===== src/rtl/id_ex_stage_reg.sv =====
// -----------------------------------------------------------------------------
// id_ex_stage_reg
//   ID/EX pipeline register for the hardware-scheduled MIPS pipeline.
//   Carries the decoded ID fields (PC+4, operands, extended immediate,
//   register indices, load flag and the packed EX/MEM/WB control bundle)
//   into EX. The module also detects load-use hazards. When one is found it
//   holds PC and IF/ID upstream through o_load_use_stall and inserts exactly
//   one bubble into EX. An EX-side stall holds the register. A branch flush
//   squashes the incoming instruction to a bubble.
//
//   Per-edge priority: i_RST > i_flush > i_stall > hazard > capture.
//
// Ports
//   i_CLK, i_RST      clock; synchronous active-high reset
//   i_stall, i_flush  downstream hold / squash requests
//   i_id_*            decoded fields from ID
//   o_ex_*            registered fields presented to EX
//   o_load_use_stall  combinational hold request for PC and IF/ID
//   o_bubble_cnt      saturating count of hazard bubbles; present only when
//                     the BUBBLE_CNT_EN macro is defined
//
// Configuration macro: BUBBLE_CNT_EN
// -----------------------------------------------------------------------------
module id_ex_stage_reg #(
  parameter int DATA_WIDTH = 32,
  parameter int REG_ADDR_W = 5,
  parameter int CTRL_W     = 12,
  parameter int CNT_W      = 32
) (
  input  logic                  i_CLK,
  input  logic                  i_RST,
  input  logic                  i_stall,
  input  logic                  i_flush,
  input  logic                  i_id_valid,
  input  logic [DATA_WIDTH-1:0] i_id_pc,
  input  logic [DATA_WIDTH-1:0] i_id_rs_data,
  input  logic [DATA_WIDTH-1:0] i_id_rt_data,
  input  logic [DATA_WIDTH-1:0] i_id_imm,
  input  logic [REG_ADDR_W-1:0] i_id_rs_addr,
  input  logic [REG_ADDR_W-1:0] i_id_rt_addr,
  input  logic [REG_ADDR_W-1:0] i_id_rd_addr,
  input  logic                  i_id_uses_rt,
  input  logic                  i_id_mem_read,
  input  logic [CTRL_W-1:0]     i_id_ctrl,
  output logic                  o_ex_valid,
  output logic [DATA_WIDTH-1:0] o_ex_pc,
  output logic [DATA_WIDTH-1:0] o_ex_rs_data,
  output logic [DATA_WIDTH-1:0] o_ex_rt_data,
  output logic [DATA_WIDTH-1:0] o_ex_imm,
  output logic [REG_ADDR_W-1:0] o_ex_rs_addr,
  output logic [REG_ADDR_W-1:0] o_ex_rt_addr,
  output logic [REG_ADDR_W-1:0] o_ex_rd_addr,
  output logic                  o_ex_mem_read,
  output logic [CTRL_W-1:0]     o_ex_ctrl,
  output logic                  o_load_use_stall
`ifdef BUBBLE_CNT_EN
  ,
  output logic [CNT_W-1:0]      o_bubble_cnt
`endif
);

  logic                  vld_p1;
  logic [DATA_WIDTH-1:0] pc_p1;
  logic [DATA_WIDTH-1:0] rs_data_p1;
  logic [DATA_WIDTH-1:0] rt_data_p1;
  logic [DATA_WIDTH-1:0] imm_p1;
  logic [REG_ADDR_W-1:0] rs_addr_p1;
  logic [REG_ADDR_W-1:0] rt_addr_p1;
  logic [REG_ADDR_W-1:0] rd_addr_p1;
  logic                  mem_read_p1;
  logic [CTRL_W-1:0]     ctrl_p1;

  logic hazard;
  logic load_bubble;
  logic load_capture;

  // A load in EX whose destination (rt) is a source of the ID instruction.
  // $0 never carries a dependency.
  always_comb begin
    hazard = vld_p1 & mem_read_p1 & (rt_addr_p1 != '0) & i_id_valid &
             ((rt_addr_p1 == i_id_rs_addr) |
              (i_id_uses_rt & (rt_addr_p1 == i_id_rt_addr)));
  end

  // A flush already discards the ID instruction, so upstream need not hold.
  assign o_load_use_stall = hazard & ~i_flush & ~i_RST;

  // Flush beats stall. A hazard bubble waits for the first non-stalled edge.
  assign load_bubble  = i_flush | (~i_stall & hazard);
  assign load_capture = ~i_flush & ~i_stall & ~hazard;

  // ---- ID -> EX (p1) ----
  always_ff @(posedge i_CLK) begin
    if (i_RST || load_bubble) begin
      vld_p1      <= 1'b0;
      pc_p1       <= '0;
      rs_data_p1  <= '0;
      rt_data_p1  <= '0;
      imm_p1      <= '0;
      rs_addr_p1  <= '0;
      rt_addr_p1  <= '0;
      rd_addr_p1  <= '0;
      mem_read_p1 <= 1'b0;
      ctrl_p1     <= '0;
    end else if (load_capture) begin
      vld_p1      <= i_id_valid;
      pc_p1       <= i_id_pc;
      rs_data_p1  <= i_id_rs_data;
      rt_data_p1  <= i_id_rt_data;
      imm_p1      <= i_id_imm;
      rs_addr_p1  <= i_id_rs_addr;
      rt_addr_p1  <= i_id_rt_addr;
      rd_addr_p1  <= i_id_rd_addr;
      mem_read_p1 <= i_id_mem_read;
      ctrl_p1     <= i_id_ctrl;
    end
  end

  assign o_ex_valid    = vld_p1;
  assign o_ex_pc       = pc_p1;
  assign o_ex_rs_data  = rs_data_p1;
  assign o_ex_rt_data  = rt_data_p1;
  assign o_ex_imm      = imm_p1;
  assign o_ex_rs_addr  = rs_addr_p1;
  assign o_ex_rt_addr  = rt_addr_p1;
  assign o_ex_rd_addr  = rd_addr_p1;
  assign o_ex_mem_read = mem_read_p1;
  assign o_ex_ctrl     = ctrl_p1;

`ifdef BUBBLE_CNT_EN
  logic [CNT_W-1:0] bubble_cnt_p1;

  function automatic logic [CNT_W-1:0] sat_inc(input logic [CNT_W-1:0] v);
    return (v == '1) ? v : v + 1'b1;
  endfunction

  // Counts only hazard bubbles. Flush bubbles and stalled edges are excluded.
  always_ff @(posedge i_CLK) begin
    if (i_RST)
      bubble_cnt_p1 <= '0;
    else if (~i_flush & ~i_stall & hazard)
      bubble_cnt_p1 <= sat_inc(bubble_cnt_p1);
  end

  assign o_bubble_cnt = bubble_cnt_p1;
`endif

endmodule


===== config.mk =====
export PLATFORM = sky130hd
export DESIGN_NAME = id_ex_stage_reg
export DESIGN_NICKNAME = d
export VERILOG_FILES = /design/src/rtl/id_ex_stage_reg.sv
export SDC_FILE = /design/constraint.sdc
export NUM_CORES = 1
export LEC_CHECK = 0
export ABC_AREA = 0
export ABC_CLOCK_PERIOD_IN_PS = 2200
export CORE_ASPECT_RATIO = 1.5
export CORE_MARGIN = 2
export CORE_UTILIZATION = 33
export DETAILED_ROUTE_END_ITERATION = 12
export GPL_TIMING_DRIVEN = 0
export SLEW_MARGIN = 20
export SYNTH_ARGS = -nofsm -noshare
export SYNTH_HDL_FRONTEND = slang
export SYNTH_SLANG_ARGS = --single-unit

===== constraint.sdc =====
create_clock -name i_CLK -period 2.2 [get_ports i_CLK]
set_input_delay 0.22 -clock i_CLK [delete_from_list [all_inputs] [get_ports i_CLK]]
set_output_delay 0.22 -clock i_CLK [all_outputs]
set_load 0.05 [all_outputs]

==> flow_metrics.env, run 1 <==
export IMPL_cp_depth=7
export IMPL_fin_skew_ns=0.0116
export IMPL_syn_instance_count=945
export IMPL_grt_overflow_total=0
export IMPL_cts_sinks=157
export IMPL_final_seq_area_um2=3160
export IMPL_hp_class="primary input to flip-flop"
export IMPL_avgViaCountPerCell=5.91
export IMPL_nets=1449
export IMPL_maxCapViolations=0
export IMPL_endpoint_kind="primary output"
export IMPL_status="completed"
export IMPL_synth_ff_latch_count=157
export IMPL_dpl_cell_area_um2=11200
export IMPL_grt_first_pass_wirelength_mm=49.4
export IMPL_final_cells=1580
export IMPL_cts_buffers=17
export IMPL_r2r_slack_ns=0.09
export IMPL_max_slew_margin=0.490
export IMPL_critPathKind="flip-flop to primary output"
export IMPL_r2r_end="o_ex_pc[20]$_SDFFE_PP0P_"
export IMPL_gp_congestion=0.854
export IMPL_drt_iter0_markers=769
export IMPL_die_h_um=191
export IMPL_dp_hpwl_mm=23.8
export IMPL_rows=68
export IMPL_worstPathRequired_ns=1.98
export IMPL_cp_top_family="flip-flops"
export IMPL_ir_worst_vdd_v=0.000550
export IMPL_total_power_uw=7110
export IMPL_period_share=0.962
export IMPL_max_stage_delay_ns=0.38
export IMPL_startpoint_type="flip-flop"
export IMPL_floorplan_initialDensity=0.335
export IMPL_cts_tree="yes"
export IMPL_syn_nets=1107
export IMPL_io_pins=320
export IMPL_layout_common_cells="clkdlybuf4s50_1, o21ai_0, a31oi_1"
export IMPL_ys_types=19
export IMPL_io_buffers=318
export IMPL_whs_ns=0.275
export IMPL_drtPass1Iterations=5
export IMPL_maxClockFrequency_ghz=0.472
export IMPL_fillCellCount=2252
export IMPL_clock_path_buffers=2
export IMPL_multiInputGateArea_um2=4000
export IMPL_finalSetupViolCount=0
export IMPL_leakage_uw=0.00347
export IMPL_crit_buf_inv=2
export IMPL_dp_cells=1543
export IMPL_dieArea_um2=24500
export IMPL_stdcell_area_um2=12000
export IMPL_dieWidth_um=128
export IMPL_maxSlewViolCount=0
export IMPL_clkTransAtPathRegs_ns=0.07
export IMPL_arrival_ns=1.90
export IMPL_grt_antenna_before_repair=1
export IMPL_drive_gt1_frac=0.0869
export IMPL_tightest_slew_ns=0.765
export IMPL_grt_pass1_vias=8801
export IMPL_grt_max_degree=20
export IMPL_cp_max_fo=6
export IMPL_synth_area_um2=7660
export IMPL_path_cells="xnor2_2 -> nand3_2 -> o22ai_4 -> buf_6 -> nand2_2 -> nor3_4 -> buf_6"
export IMPL_layout_commonest_cell="clkdlybuf4s50_1"
export IMPL_postSynthAreaPerCell_um2=8.11
export IMPL_root_buffer="clkbuf_16"
export IMPL_wl_per_cell_um=20.9
export IMPL_r2r_start="o_ex_rt_addr[4]$_SDFFE_PP0P_"
export IMPL_vias=9339
export IMPL_yosysWarningCount=0
export IMPL_critical_path_slowest_cell="dfxtp_4"
export IMPL_area_growth_pct=56.1
export IMPL_wirelength_mm=33.0
export IMPL_r2r_worst_path_cells=8
export IMPL_ctsHoldBuffers=0
export IMPL_seq_area_frac_synth=0.410
export IMPL_track_usage=0.258
export IMPL_cp_common_cell="buf_6"
export IMPL_drc=0
export IMPL_critical_path_endpoint="o_load_use_stall"
export IMPL_layout_min_cycle_time_ns=2.12
export IMPL_core_area_um2=22900
export IMPL_hold_viol=0
export IMPL_fin_util=0.522
export IMPL_diodes=0
export IMPL_cp_startpoint="o_ex_rt_addr[4]$_SDFFE_PP0P_"
export IMPL_htree_levels=4
export IMPL_clk_insertion_delay_late_ns=0.45
export IMPL_p_per_area_nw_per_um2=595
export IMPL_postRouteAntennaNets=0
metrics by stage:
step	worst slack [ns]	setup TNS, ns
2_1_floorplan	0.0196	0
3_3_place_gp	-0.971	-33.16
3_5_place_dp	-0.998	-47.10
4_1_cts	0.00472	0
5_1_grt	-0.00394	-0.00394
6_report	0.0832	0
repair_timing:
action                                  4_1_cts  5_1_grt
cloned                                        0        0
pin swaps                                     1        9
gates resized for setup                      15       19
endpoints found under the setup margin       18        1
setup buffers                                 1        6
cells by family after synthesis:
kind of cell,after synthesis,share of synthesized area
buffers and inverters,136,0.0805
AOI/OAI and AO/OA,472,0.387
and+or+nand+nor,170,0.110
xor gates and xnor gates,10,0.0114
DFF,157,0.410
synth_stat cells (all sizes together):
master	number	area [µm²]
a21oi	1	5.00
a31oi	156	976
and4	1	8.76
buf	67	358
clkbuf	69	259
dfxtp	157	3140
nand2	6	22.5
nand3	156	781
nand4	2	12.5
nor2	3	11.3
nor3	2	10.0
o211ai	155	1160
o21ai	157	786
o22a	1	10.0
o22ai	1	6.26
o31ai	1	21.3
xnor2	10	87.6
worst min-delay path, stage by stage:
cell	delay (ns)
clkbuf_1	0.18
o21ai_0	0.20
a31oi_1	0.07
power by group:
part           internal, µW  switching, µW
clock                  1730           1270
combinational           509            657
sequential             2900           52.0
area by class of cell:
type | count | share of cell area
multi-input cells | 652 | 0.334
plain buffers | 134 | 0.0527
well taps | 280 | 0.0293
clock buffers | 22 | 0.0388
flip-flops and latches | 157 | 0.264
repair buffers | 325 | 0.271
clock inverters | 10 | 0.00963
sequential cells by signal, summed over array words and instances, names as in the netlist:
| signal | flops |
|---|---|
| o_ex_imm | 32 |
| o_ex_pc | 32 |
| o_ex_rs_data | 32 |
| o_ex_rt_data | 32 |
| o_ex_ctrl | 12 |
| o_ex_rd_addr | 5 |
| o_ex_rs_addr | 5 |
| o_ex_rt_addr | 5 |
| o_ex_mem_read | 1 |
| o_ex_valid | 1 |
worst min-delay path by stage:
stage | from | to | slack (ns) | depth (start not counted)
after floorplan | i_id_valid | o_ex_valid$_SDFFE_PP0P_ | 0.36 | 2
after global routing | i_flush | o_ex_rt_addr[1]$_SDFFE_PP0P_ | 0.30 | 3
after detailed placement | o_ex_imm[10]$_SDFFE_PP0P_ | o_ex_imm[10]$_SDFFE_PP0P_ | 0.49 | 2
after CTS | i_flush | o_ex_rt_addr[2]$_SDFFE_PP0P_ | 0.26 | 3
after global placement | o_ex_rs_data[15]$_SDFFE_PP0P_ | o_ex_rs_data[15]$_SDFFE_PP0P_ | 0.48 | 2
final | i_flush | o_ex_rt_addr[2]$_SDFFE_PP0P_ | 0.27 | 3
layer usage:
layer / GRT usage / routed length (µm) / vias to the layer above
met5: 0 / 16 / -
met4: 0.134 / 1390 / 2
met3: 0.0634 / 2320 / 83
met2: 0.436 / 16200 / 379
met1: 0.299 / 13100 / 4485
li1: - / - / 4390
No activity file was read; power rests on OpenSTA's default activity.
==> inputs of run 2 (changes only) <==
--- a/config.mk
+++ b/config.mk
@@ -8,7 +8,6 @@
 export ABC_AREA = 0
 export ABC_CLOCK_PERIOD_IN_PS = 2200
 export CORE_ASPECT_RATIO = 1.5
-export CORE_MARGIN = 2
 export CORE_UTILIZATION = 33
 export DETAILED_ROUTE_END_ITERATION = 12
 export GPL_TIMING_DRIVEN = 0
==> run 2 against run 1 <==
Combinational power hardly changed. Non-clock buffer count is 6 lower. Die area is 2.6% lower. Clock-buffer cell count stayed put. Worst setup slack worse by 0.0098 ns. Sequential share of layout area is 0.063 points higher. Global-route usage is 0.87 points higher. Worst hold slack better by 0.024 ns. Largest power group unchanged.
==> flow_metrics.env, run 2 (synthesized netlist as in run 1, its figures left out) <==
export IMPL_cts_buffers=17
export IMPL_r2r_slack_ns=0.15
export IMPL_final_seq_area_um2=3160
export IMPL_track_usage=0.266
export IMPL_root_buffer="clkbuf_16"
export IMPL_fin_ws_ns=0.0734
export IMPL_layout_commonest_cell="clkdlybuf4s50_1"
export IMPL_postRouteAntennaNets=0
export IMPL_area_growth_pct=55.5
export IMPL_layout_common_cells="clkdlybuf4s50_1, o21ai_0, nand3_1, a31oi_1, o211ai_1"
export IMPL_drive_gt1_frac=0.0757
export IMPL_die_h_um=189
export IMPL_swShare=0.262
export IMPL_dieArea_um2=23800
export IMPL_clk_insertion_delay_late_ns=0.44
export IMPL_ir_worst_vdd_v=0.000510
export IMPL_io_buffers=318
export IMPL_layout_min_cycle_time_ns=2.13
export IMPL_period_share=0.967
export IMPL_grt_pass1_vias=8852
export IMPL_fin_util=0.528
export IMPL_drtPass1Iterations=5
export IMPL_dp_hpwl_mm=23.2
export IMPL_tightest_slew_ns=0.791
export IMPL_worstPathRequired_ns=1.98
export IMPL_grt_max_degree=20
export IMPL_intPower_uw=5510
export IMPL_grt_antenna_before_repair=1
export IMPL_multiInputGateArea_um2=3930
export IMPL_arrival_ns=1.91
export IMPL_seq_power_share=0.395
export IMPL_clockPowerShare=0.451
export IMPL_critPathKind="flip-flop to primary output"
export IMPL_stdcell_area_um2=11900
export IMPL_grt_overflow_total=0
export IMPL_floorplan_initialDensity=0.340
export IMPL_cts_tree="yes"
export IMPL_hold_path_depth=3
export IMPL_dpl_cell_area_um2=11200
export IMPL_cts_sinks=157
export IMPL_hold_viol=0
export IMPL_fin_skew_ns=0.0115
export IMPL_fillCellCount=2163
export IMPL_p_per_area_nw_per_um2=627
export IMPL_setup_tns_ns=0
export IMPL_clkTransAtPathRegs_ns=0.07
export IMPL_cp_max_fo=19
export IMPL_rows=67
export IMPL_dieWidth_um=126
export IMPL_grt_first_pass_wirelength_mm=49.5
export IMPL_pwr_share_comb=0.153
export IMPL_core_area_um2=22600
export IMPL_r2r_worst_path_cells=7
export IMPL_nets=1443
export IMPL_hp_class="primary input to flip-flop"
export IMPL_maxCapViolations=0
export IMPL_leakage_uw=0.00344
export IMPL_gp_congestion=0.814
export IMPL_ctsHoldBuffers=0
export IMPL_drc=0
export IMPL_switchingPower_uw=1960
export IMPL_endpoint_kind="primary output"
export IMPL_wl_per_cell_um=20.5
export IMPL_drt_iter0_markers=640
export IMPL_startpoint_type="flip-flop"
export IMPL_whs_ns=0.299
export IMPL_wirelength_mm=32.2
export IMPL_htree_levels=4
export IMPL_place_ws_ns=-0.893
export IMPL_max_slew_margin=0.473
export IMPL_avgViaCountPerCell=5.82
export IMPL_maxClockFrequency_ghz=0.470
export IMPL_status="completed"
export IMPL_io_pins=320
export IMPL_clock_path_buffers=2
export IMPL_maxSlewViolCount=0
export IMPL_vias=9146
export IMPL_finalSetupViolCount=0
run 2: changes by cell type in the layout (fill, tap and decap cells not counted), sizes merged:
| cell | delta |
|---|---|
| buf | -6 |
| bufinv | +3 |
| clkinv | -3 |
| clkinvlp | -1 |
| diode | +1 |
| inv | +1 |
run 2: layout make-up:
class | count | area share
Tap cell | 276 | 0.0290
Clock buffer | 22 | 0.0398
Buffer | 134 | 0.0529
Sequential cell | 157 | 0.265
Antenna cell | 1 | 0.000210
Multi-Input combinational cell | 652 | 0.330
Clock inverter | 10 | 0.0154
Timing Repair Buffer | 319 | 0.268
run 2: power groups by stage:
stage / logic (µW) / clock network [µW] / registers [µW]
2_1_floorplan: 347 / 0 / 3220
3_3_place_gp: 1140 / 0 / 3010
3_5_place_dp: 1140 / 0 / 3020
4_1_cts: 1140 / 3410 / 2950
5_1_grt: 1210 / 3540 / 2960
6_report: 1150 / 3370 / 2950
run 2: worst paths after layout:
kind,start,endpoint
setup / recovery,o_ex_rt_addr[4]$_SDFFE_PP0P_,o_load_use_stall
hold / removal,i_flush,o_ex_ctrl[0]$_SDFFE_PP0P_
setup reg to reg,o_ex_rt_addr[4]$_SDFFE_PP0P_,o_ex_ctrl[7]$_SDFFE_PP0P_
hold reg to reg,o_ex_rt_data[28]$_SDFFE_PP0P_,o_ex_rt_data[28]$_SDFFE_PP0P_
run 2: per-layer routing:
layer	wire length, µm	track usage	vias up
met2	16100	0.461	340
met4	1120	0.123	0
met5	0	0	-
li1	-	-	4365
met1	12700	0.301	4381
met3	2270	0.0738	60
run 2: worst max-delay path: stages (launching register included):
cell	delay (ns)
dfxtp_4	0.37
nor3_2	0.17
nand2_1	0.12
and4_2	0.29
buf_12	0.16
nand2_1	0.13
nor3_4	0.05
buf_6	0.17
run 2: through the flow:
step | total power, µW | std cells
after floorplan | 3570 | 945
after global placement | 4150 | 1539
after detailed placement | 4150 | 1539
after CTS | 7510 | 1570
after global routing | 7710 | 1571
final | 7460 | 1571
run 2: what timing repair did:
item | 4_1_cts | 5_1_grt
pin swaps | 0 | 2
setup buffers | 1 | 0
cloned | 0 | 0
resized for setup | 13 | 7
setup endpoints to repair | 2 | 14
